## src/rtl/mouse_init_seq_if.sv

```systemverilog
// Byte-level handshake between the mouse init sequencer and the PS/2 transmit/receive engines.
interface mouse_init_seq_if;
    logic [7:0] rx_data;
    logic       rx_done_tick;
    logic       tx_done_tick;
    logic       wr_ps2;
    logic [7:0] tx_data;

    modport master (
        input  rx_data,
        input  rx_done_tick,
        input  tx_done_tick,
        output wr_ps2,
        output tx_data
    );

    modport slave (
        output rx_data,
        output rx_done_tick,
        output tx_done_tick,
        input  wr_ps2,
        input  tx_data
    );
endinterface

```

## src/rtl/mouse_init_seq.sv

```systemverilog
// PS/2 mouse power-up sequencer: reset, set sample rate, enable streaming, with resend,
// timeout and bounded full-sequence retry handling.
//
// state   | meaning
// IDLE    | one-cycle landing state after reset or start
// SEND    | issue the current step's command byte
// WAIT_TX | wait for the transmitter to finish the byte
// WAIT_RX | wait for the next response byte
// CHECK   | compare the captured byte against the expected response
// DONE    | sequence complete, streaming enabled
// FAIL    | retries exhausted
// RETRY   | restart from step 0 or give up
module mouse_init_seq #(
    parameter logic [7:0]  SAMPLE_RATE = 8'd100,
    parameter logic [23:0] TIMEOUT_CYC = 24'd5_000_000,
    parameter int unsigned MAX_RETRY   = 3
) (
    input  logic             clk,
    input  logic             rst,
    input  logic             start,
    mouse_init_seq_if.master bus,
    output logic             stream_en,
    output logic             init_err,
    output logic [1:0]       retry_cnt,
    output logic [3:0]       state_dbg
);

    typedef enum logic [2:0] {
        IDLE    = 3'd0,
        SEND    = 3'd1,
        WAIT_TX = 3'd2,
        WAIT_RX = 3'd3,
        CHECK   = 3'd4,
        DONE    = 3'd5,
        FAIL    = 3'd6,
        RETRY   = 3'd7
    } state_t;

    localparam logic [2:0] LAST_STEP = 3'd3;
    localparam logic [1:0] MAX_FE    = 2'd2;

    state_t      state_q, state_d;
    logic [2:0]  step_q, step_d;
    logic [1:0]  rx_idx_q, rx_idx_d;
    logic [1:0]  fe_cnt_q, fe_cnt_d;
    logic [1:0]  retry_q, retry_d;
    logic [23:0] timer_q, timer_d;
    logic [7:0]  rx_byte_q, rx_byte_d;
    logic        wr_q, wr_d;
    logic [7:0]  tx_q, tx_d;
    logic        stream_q, stream_d;
    logic        err_q, err_d;
    logic        timeout;

    function automatic logic [7:0] cmd_byte(input logic [2:0] step);
        case (step)
            3'd0:    cmd_byte = 8'hFF;
            3'd1:    cmd_byte = 8'hF3;
            3'd2:    cmd_byte = SAMPLE_RATE;
            3'd3:    cmd_byte = 8'hF4;
            default: cmd_byte = 8'h00;
        endcase
    endfunction

    // Step 0 (reset) answers ACK, BAT-passed, device ID; every other step answers ACK only.
    function automatic logic [7:0] exp_byte(input logic [2:0] step, input logic [1:0] idx);
        if (step == 3'd0) begin
            case (idx)
                2'd0:    exp_byte = 8'hFA;
                2'd1:    exp_byte = 8'hAA;
                default: exp_byte = 8'h00;
            endcase
        end else begin
            exp_byte = 8'hFA;
        end
    endfunction

    function automatic logic [1:0] last_idx(input logic [2:0] step);
        last_idx = (step == 3'd0) ? 2'd2 : 2'd0;
    endfunction

    assign timeout = (timer_q == TIMEOUT_CYC - 24'd1);

    always_comb begin
        state_d   = state_q;
        step_d    = step_q;
        rx_idx_d  = rx_idx_q;
        fe_cnt_d  = fe_cnt_q;
        retry_d   = retry_q;
        timer_d   = timer_q;
        rx_byte_d = rx_byte_q;

        if (start) begin
            state_d  = IDLE;
            step_d   = 3'd0;
            rx_idx_d = 2'd0;
            fe_cnt_d = 2'd0;
            retry_d  = 2'd0;
            timer_d  = 24'd0;
        end else begin
            case (state_q)
                IDLE: begin
                    state_d  = SEND;
                    step_d   = 3'd0;
                    rx_idx_d = 2'd0;
                    fe_cnt_d = 2'd0;
                end
                SEND: begin
                    state_d = WAIT_TX;
                    timer_d = 24'd0;
                end
                WAIT_TX: begin
                    if (bus.tx_done_tick) begin
                        state_d  = WAIT_RX;
                        timer_d  = 24'd0;
                        rx_idx_d = 2'd0;
                    end else if (timeout) begin
                        state_d = RETRY;
                    end else begin
                        timer_d = timer_q + 24'd1;
                    end
                end
                WAIT_RX: begin
                    // A byte arriving in the timeout cycle still wins.
                    if (bus.rx_done_tick) begin
                        rx_byte_d = bus.rx_data;
                        timer_d   = 24'd0;
                        state_d   = CHECK;
                    end else if (timeout) begin
                        state_d = RETRY;
                    end else begin
                        timer_d = timer_q + 24'd1;
                    end
                end
                CHECK: begin
                    if (rx_byte_q == exp_byte(step_q, rx_idx_q)) begin
                        fe_cnt_d = 2'd0;
                        if (rx_idx_q == last_idx(step_q)) begin
                            rx_idx_d = 2'd0;
                            if (step_q == LAST_STEP) begin
                                state_d = DONE;
                            end else begin
                                step_d  = step_q + 3'd1;
                                state_d = SEND;
                            end
                        end else begin
                            rx_idx_d = rx_idx_q + 2'd1;
                            state_d  = WAIT_RX;
                        end
                    end else if (rx_byte_q == 8'hFE && fe_cnt_q < MAX_FE) begin
                        fe_cnt_d = fe_cnt_q + 2'd1;
                        rx_idx_d = 2'd0;
                        state_d  = SEND;
                    end else begin
                        state_d = RETRY;
                    end
                end
                RETRY: begin
                    if ({30'd0, retry_q} < MAX_RETRY) begin
                        retry_d  = retry_q + 2'd1;
                        step_d   = 3'd0;
                        rx_idx_d = 2'd0;
                        fe_cnt_d = 2'd0;
                        state_d  = SEND;
                    end else begin
                        state_d = FAIL;
                    end
                end
                DONE, FAIL: begin
                    state_d = state_q;
                end
                default: begin
                    state_d = IDLE;
                end
            endcase
        end

        // The write strobe lands in the first WAIT_TX cycle, with tx_data already settled.
        wr_d     = (state_q == SEND) && (state_d == WAIT_TX);
        tx_d     = (state_d == SEND || state_d == WAIT_TX) ? cmd_byte(step_d) : 8'h00;
        stream_d = (state_d == DONE);
        err_d    = (state_d == FAIL);
    end

    always_ff @(posedge clk or negedge rst) begin
        if (!rst) begin
            state_q   <= IDLE;
            step_q    <= 3'd0;
            rx_idx_q  <= 2'd0;
            fe_cnt_q  <= 2'd0;
            retry_q   <= 2'd0;
            timer_q   <= 24'd0;
            rx_byte_q <= 8'h00;
            wr_q      <= 1'b0;
            tx_q      <= 8'h00;
            stream_q  <= 1'b0;
            err_q     <= 1'b0;
        end else begin
            state_q   <= state_d;
            step_q    <= step_d;
            rx_idx_q  <= rx_idx_d;
            fe_cnt_q  <= fe_cnt_d;
            retry_q   <= retry_d;
            timer_q   <= timer_d;
            rx_byte_q <= rx_byte_d;
            wr_q      <= wr_d;
            tx_q      <= tx_d;
            stream_q  <= stream_d;
            err_q     <= err_d;
        end
    end

    assign bus.wr_ps2  = wr_q;
    assign bus.tx_data = tx_q;
    assign stream_en   = stream_q;
    assign init_err    = err_q;
    assign retry_cnt   = retry_q;
    assign state_dbg   = {1'b0, state_q};

endmodule

```

## src/flat_wrapper.sv

```systemverilog
// flat-port wrapper written by rule: the top's interface ports become plain ports
module mouse_init_seq_flat 
#(
    parameter logic [7:0]  SAMPLE_RATE = 8'd100,
    parameter logic [23:0] TIMEOUT_CYC = 24'd5_000_000,
    parameter int unsigned MAX_RETRY   = 3
)
  (clk, rst, start, stream_en, init_err, retry_cnt, state_dbg, bus_rx_data, bus_rx_done_tick, bus_tx_done_tick, bus_wr_ps2, bus_tx_data);
  mouse_init_seq_if bus_i ();
  input  logic clk;
  input  logic rst;
  input  logic start;
  output logic stream_en;
  output logic init_err;
  output logic [1:0] retry_cnt;
  output logic [3:0] state_dbg;
  input wire logic [$bits(bus_i.rx_data)-1:0] bus_rx_data;
  input wire logic [$bits(bus_i.rx_done_tick)-1:0] bus_rx_done_tick;
  input wire logic [$bits(bus_i.tx_done_tick)-1:0] bus_tx_done_tick;
  output wire logic [$bits(bus_i.wr_ps2)-1:0] bus_wr_ps2;
  output wire logic [$bits(bus_i.tx_data)-1:0] bus_tx_data;
  assign bus_i.rx_data = bus_rx_data;
  assign bus_i.rx_done_tick = bus_rx_done_tick;
  assign bus_i.tx_done_tick = bus_tx_done_tick;
  assign bus_wr_ps2 = bus_i.wr_ps2;
  assign bus_tx_data = bus_i.tx_data;
  mouse_init_seq #(.SAMPLE_RATE(SAMPLE_RATE), .TIMEOUT_CYC(TIMEOUT_CYC), .MAX_RETRY(MAX_RETRY)) u_core (.clk(clk), .rst(rst), .start(start), .bus(bus_i), .stream_en(stream_en), .init_err(init_err), .retry_cnt(retry_cnt), .state_dbg(state_dbg));
endmodule
```

## config.mk

```make
export PLATFORM = sky130hd
export DESIGN_NAME = mouse_init_seq_flat
export DESIGN_NICKNAME = d
export VERILOG_FILES = /design/src/rtl/mouse_init_seq_if.sv /design/src/rtl/mouse_init_seq.sv /design/src/flat_wrapper.sv
export SDC_FILE = /design/constraint.sdc
export NUM_CORES = 1
export LEC_CHECK = 0
export ABC_AREA = 1
export ABC_CLOCK_PERIOD_IN_PS = 1900
export CAP_MARGIN = 25
export CORE_MARGIN = 5
export CORE_UTILIZATION = 50
export DETAILED_ROUTE_END_ITERATION = 6
export PLACE_DENSITY = 0.71
export SYNTH_ARGS = -nofsm -noshare
export SYNTH_HDL_FRONTEND = slang
export SYNTH_SLANG_ARGS = --single-unit
```

## constraint.sdc

```tcl
create_clock -name clk -period 1.9 [get_ports clk]
set_input_delay 0.38 -clock clk [delete_from_list [all_inputs] [get_ports clk]]
set_output_delay 0.38 -clock clk [all_outputs]
set_load 0.05 [all_outputs]
```

==> run summary <==
Combinational logic is responsible for 43.9% of the overall power. The internal power component is 2.10 mW. The tightest slew margin relative to the limit came out at 65.5%. The critical path contains buffers and inverters numbering 2 combined. The number of hold buffers added after cts came out at 0. The kind of cell adding the most delay to the critical path is simple AND/OR/NAND/NOR gates. The number of iterations in the first detailed-routing pass came out at 5. The total of fill cells in the finished design is 482. The final hold violation count came out at 0. Yosys instantiated no cell more often than sky130_fd_sc_hd__nand2_1. Compared with the post-synthesis result, the final layout area differs by 24.4%. The total power is 3.62 mW. In the post-synthesis netlist, the biggest area contributors are sky130_fd_sc_hd__dfrtp_1 42%, sky130_fd_sc_hd__nand2_1 8.8%, sky130_fd_sc_hd__inv_1 6.9%. The path class of the tightest hold or removal check is input pin to async pin. The relative contribution of the clock network to total power came out at 16.7%. During synthesis, Yosys emitted a total of 0 warnings. Setup repair after global routing could not meet its margin everywhere.

The antenna diode instance count is 0. The post-synthesis area per instance is 7.68 µm². The async set-reset flop share out of synthesis is 100%. The number of nets in the layout is 477. The initial detailed-routing violation count came out at 149.

The final wirelength is 7130 µm. The highest ir drop seen on vdd came out at between 800 and 900 µV. OpenSTA, run right after detailed placement, puts the worst setup slack at -0.0498 ns. The net count after synthesis came out at 424. The number of enable flip-flop cells after synthesis is 0. The worst setup path is launched from a flop.

The maximum number of pins on one net before global-route repair came out at 23. The data arrival time of the worst path came out at 2.14 ns. The total global-route track usage is 18.5%.

The first global-routing pass estimated approximately 12000 µm of wire. In this run, distinct cell masters in the synthesized netlist total 36. The synthesized cell area came out at 0.00311 mm². From left edge to right edge, the die measures around 90 µm. The top-area cell type share of the netlist area came out at around two fifths. Cells fill around 65% of the core in the end. After floorplanning, the core was sized to cover ~0.0060 mm².

The starting utilization of the core area came out at 51.9%. The fraction of the yosys area taken by sequential cells came out at 41.9%. The final instance count without filler cells is 533. The shortest clock period the worst path allows after layout is 1.90 ns.

The predominant post-synthesis flop cell is sky130_fd_sc_hd__dfrtp_1. The number of placed I/O pins came out at 30. The switching component of the power is 1.52 mW. The fmax came out at 525 MHz. The remaining antenna violation count came out at 0. The setup check on the worst reg-to-reg path leaves a slack of -0.004 ns. The number of sinks on the clock net is 52. The run finished, with violations left. Buffers inserted during clock tree synthesis total 5. The DRC violations left is 0. The switching share of power is 42.1%.

The top fanout value on the critical path is 5. The ratio of final minimum period to clock period is 100%. After floorplanning, the core was divided into 28 placement rows. The routed layout has 2765 vias.

Synthesis handed over a netlist of 405 instances. The area of the multi-input gates is 0.00164 mm². The number of antenna violations at the first check in global routing came to 0. The clock transition at the register clock pins on the worst setup and hold paths after CTS is around 0.09 ns. The biggest cell delay along the critical path is 0.41 ns. The number of cell instances on the worst register-to-register path is 14. The clock passes through at most 2 buffers. Between clock sinks in the finished design, the worst skew comes to about 0.0050 ns. The tree is rooted in a sky130_fd_sc_hd__clkbuf_8. The number of placed instances, taps included came out at 511.

The required time at the endpoint of the critical path came out at 2.14 ns. The final reports fail on negative setup slack. Registers are responsible for approximately two fifths of the overall power. By instance count, the cell type seen most on the critical path is sky130_fd_sc_hd__nand2_1. The number of global-route vias before repair came to 2583. The average wire per cell in the routed design came out at 13.4 µm. The largest total area in the synthesized netlist belongs to sky130_fd_sc_hd__dfrtp_1. In the final layout, the share of cells above drive strength 1 is 27.7%. The final critical-path setup slack is -0.00446 ns. The analysis attributes to cell leakage a power of 1.81 nW. The total power divided by cell area came out at 936 mW/mm².

In the final layout, flip-flops and latches occupy 0.00130 mm². For the worst-skew pair, the clock arrives at the later sink with an insertion delay of 0.30 ns. The level count of the clock H-tree came out at 2. The cell type of the slowest stage on the worst timing path is sky130_fd_sc_hd__dfrtp_1. The worst setup path is of the flop to flop kind. The number of max-slew violations in the final report came out at 0. After global routing the overflow that remains totals 0. At the pin with the least slew margin, the transition time is 0.517 ns. Traced cell by cell, the critical path runs through inv_2 -> ha_2 -> inv_1 -> nand2_1 -> nand2_1 -> nand2_1 -> nand2_1 -> nor2_4 -> nand4_1 -> nand3_2 -> nand2_2 -> nor2_1 -> nand2_1 -> nor2_1. The number of maximum-capacitance violations came out at 0.

Buffers placed on the I/O ports in this run total 28. The wire-length estimate of the detail-placed layout is 5210 µm. The worst setup path is captured at a flop.

The setup-violating endpoint count in the final report is 1. The die is 88.9 µm tall. The number of gates on the worst path with buffers counted is 14. TritonCTS built the clock tree. The commonest cells after synthesis are 73 x sky130_fd_sc_hd__nand2_1, 57 x sky130_fd_sc_hd__inv_1, 54 x sky130_fd_sc_hd__nor2_1.

The final weighted congestion of routability-driven global placement came out at 0.878. The full die area is 0.00790 mm². The via count normalized by instance count came out at 5.19.

The number of storage elements in the synthesis netlist is 52.
## metal layers
layer / vias up / GRT usage [%] / routed length, µm
li1: 1384 / - / -
met1: 1301 / 25.8 / 3200
met2: 70 / 29.8 / 3480
met3: 10 / 2.70 / 356
met4: 0 / 5.36 / 86
met5: - / 0 / 0
## cells by family after synthesis
logic type                 share of synthesized area, %
adders and majority gates                          2.41
other                                             0.121
buffers and inverters                              10.1
muxes                                              1.81
DFF                                                41.9
and+or+nand+nor                                    30.8
xor gates and xnor gates                           2.82
AOI/OAI and AO/OA                                  10.1
## cell type report
class                           count  share of cell area, %
Tap cell                           75                   2.43
Timing Repair Buffer               55                   12.7
Inverter                           68                   6.66
Sequential cell                    52                   33.6
Clock inverter                      2                  0.324
Clock buffer                        5                   1.78
Multi-Input combinational cell    276                   42.4
## state kept, by name (all words and copies together) (netlist names)
name and count:
u_core.step_q 3, u_core.retry_cnt 2, u_core.rx_byte_q 8, u_core.bus.wr_ps2 1
u_core.bus.tx_data 5, u_core.timer_q 24, u_core.init_err 1, u_core.rx_idx_q 2
u_core.state_q 3, u_core.stream_en 1, u_core.fe_cnt_q 2
## what timing repair did
item	in CTS	in global routing
resized for setup	3	49
hold endpoints to repair	0	0
pin swaps	0	26
buffers inserted	0	15
setup endpoints to repair	2	19
## worst paths after layout
kind | startpoint | to
max reg2reg | u_core.rx_idx_q[1] | u_core.bus.tx_data[3]
min in group clk | u_core.retry_cnt[0] | u_core.retry_cnt[0]
max | u_core.rx_idx_q[1] | u_core.bus.tx_data[3]
min reg2reg | u_core.retry_cnt[0] | u_core.retry_cnt[0]
max in group asynchronous | rst | u_core.timer_q[9]
min | rst | u_core.rx_byte_q[3]
## through the flow
step	setup TNS (ns)	hold WS, ns	cell area, µm²
after floorplan	0	0.0844	3110
after detailed placement	-0.127	0.348	3510
after global routing	-0.834	0.0337	3870
after CTS	0	0.0156	3600
after global placement	0	0.359	3510
final	-0.00446	0.00490	3870
## power by group through the flow
stage	registers (mW)	logic (mW)	clock network, mW
2_1_floorplan	1.68	0.785	0
3_3_place_gp	1.43	1.42	0
3_5_place_dp	1.44	1.44	0
4_1_cts	1.42	1.45	0.632
5_1_grt	1.45	1.73	0.682
6_report	1.42	1.59	0.607
## cell usage in the layout (no fill, tap or decap), drive strengths merged, types with 2 or more instances in the layout
master,n
a21oi,20
buf,33
clkbuf,5
clkdlybuf4s50,21
clkinv,2
dfrtp,52
ha,6
inv,67
mux2,5
nand2,80
nand3,31
nand3b,2
nand4,6
nor2,71
nor3,8
o211ai,2
o21ai,23
o22ai,6
xor2,9
## worst register-to-register path, cell delays in order, from the launching register on
cell and delay, ns:
sky130_fd_sc_hd__dfrtp_1 0.41, sky130_fd_sc_hd__inv_2 0.09, sky130_fd_sc_hd__ha_2 0.17, sky130_fd_sc_hd__inv_1 0.04, sky130_fd_sc_hd__nand2_1 0.05, sky130_fd_sc_hd__nand2_1 0.05
sky130_fd_sc_hd__nand2_1 0.09, sky130_fd_sc_hd__nand2_1 0.11, sky130_fd_sc_hd__nor2_4 0.19, sky130_fd_sc_hd__nand4_1 0.14, sky130_fd_sc_hd__nand3_2 0.13, sky130_fd_sc_hd__nand2_2 0.09
sky130_fd_sc_hd__nor2_1 0.13, sky130_fd_sc_hd__nand2_1 0.07, sky130_fd_sc_hd__nor2_1 0.09
Power figures use the tool's default switching activity.
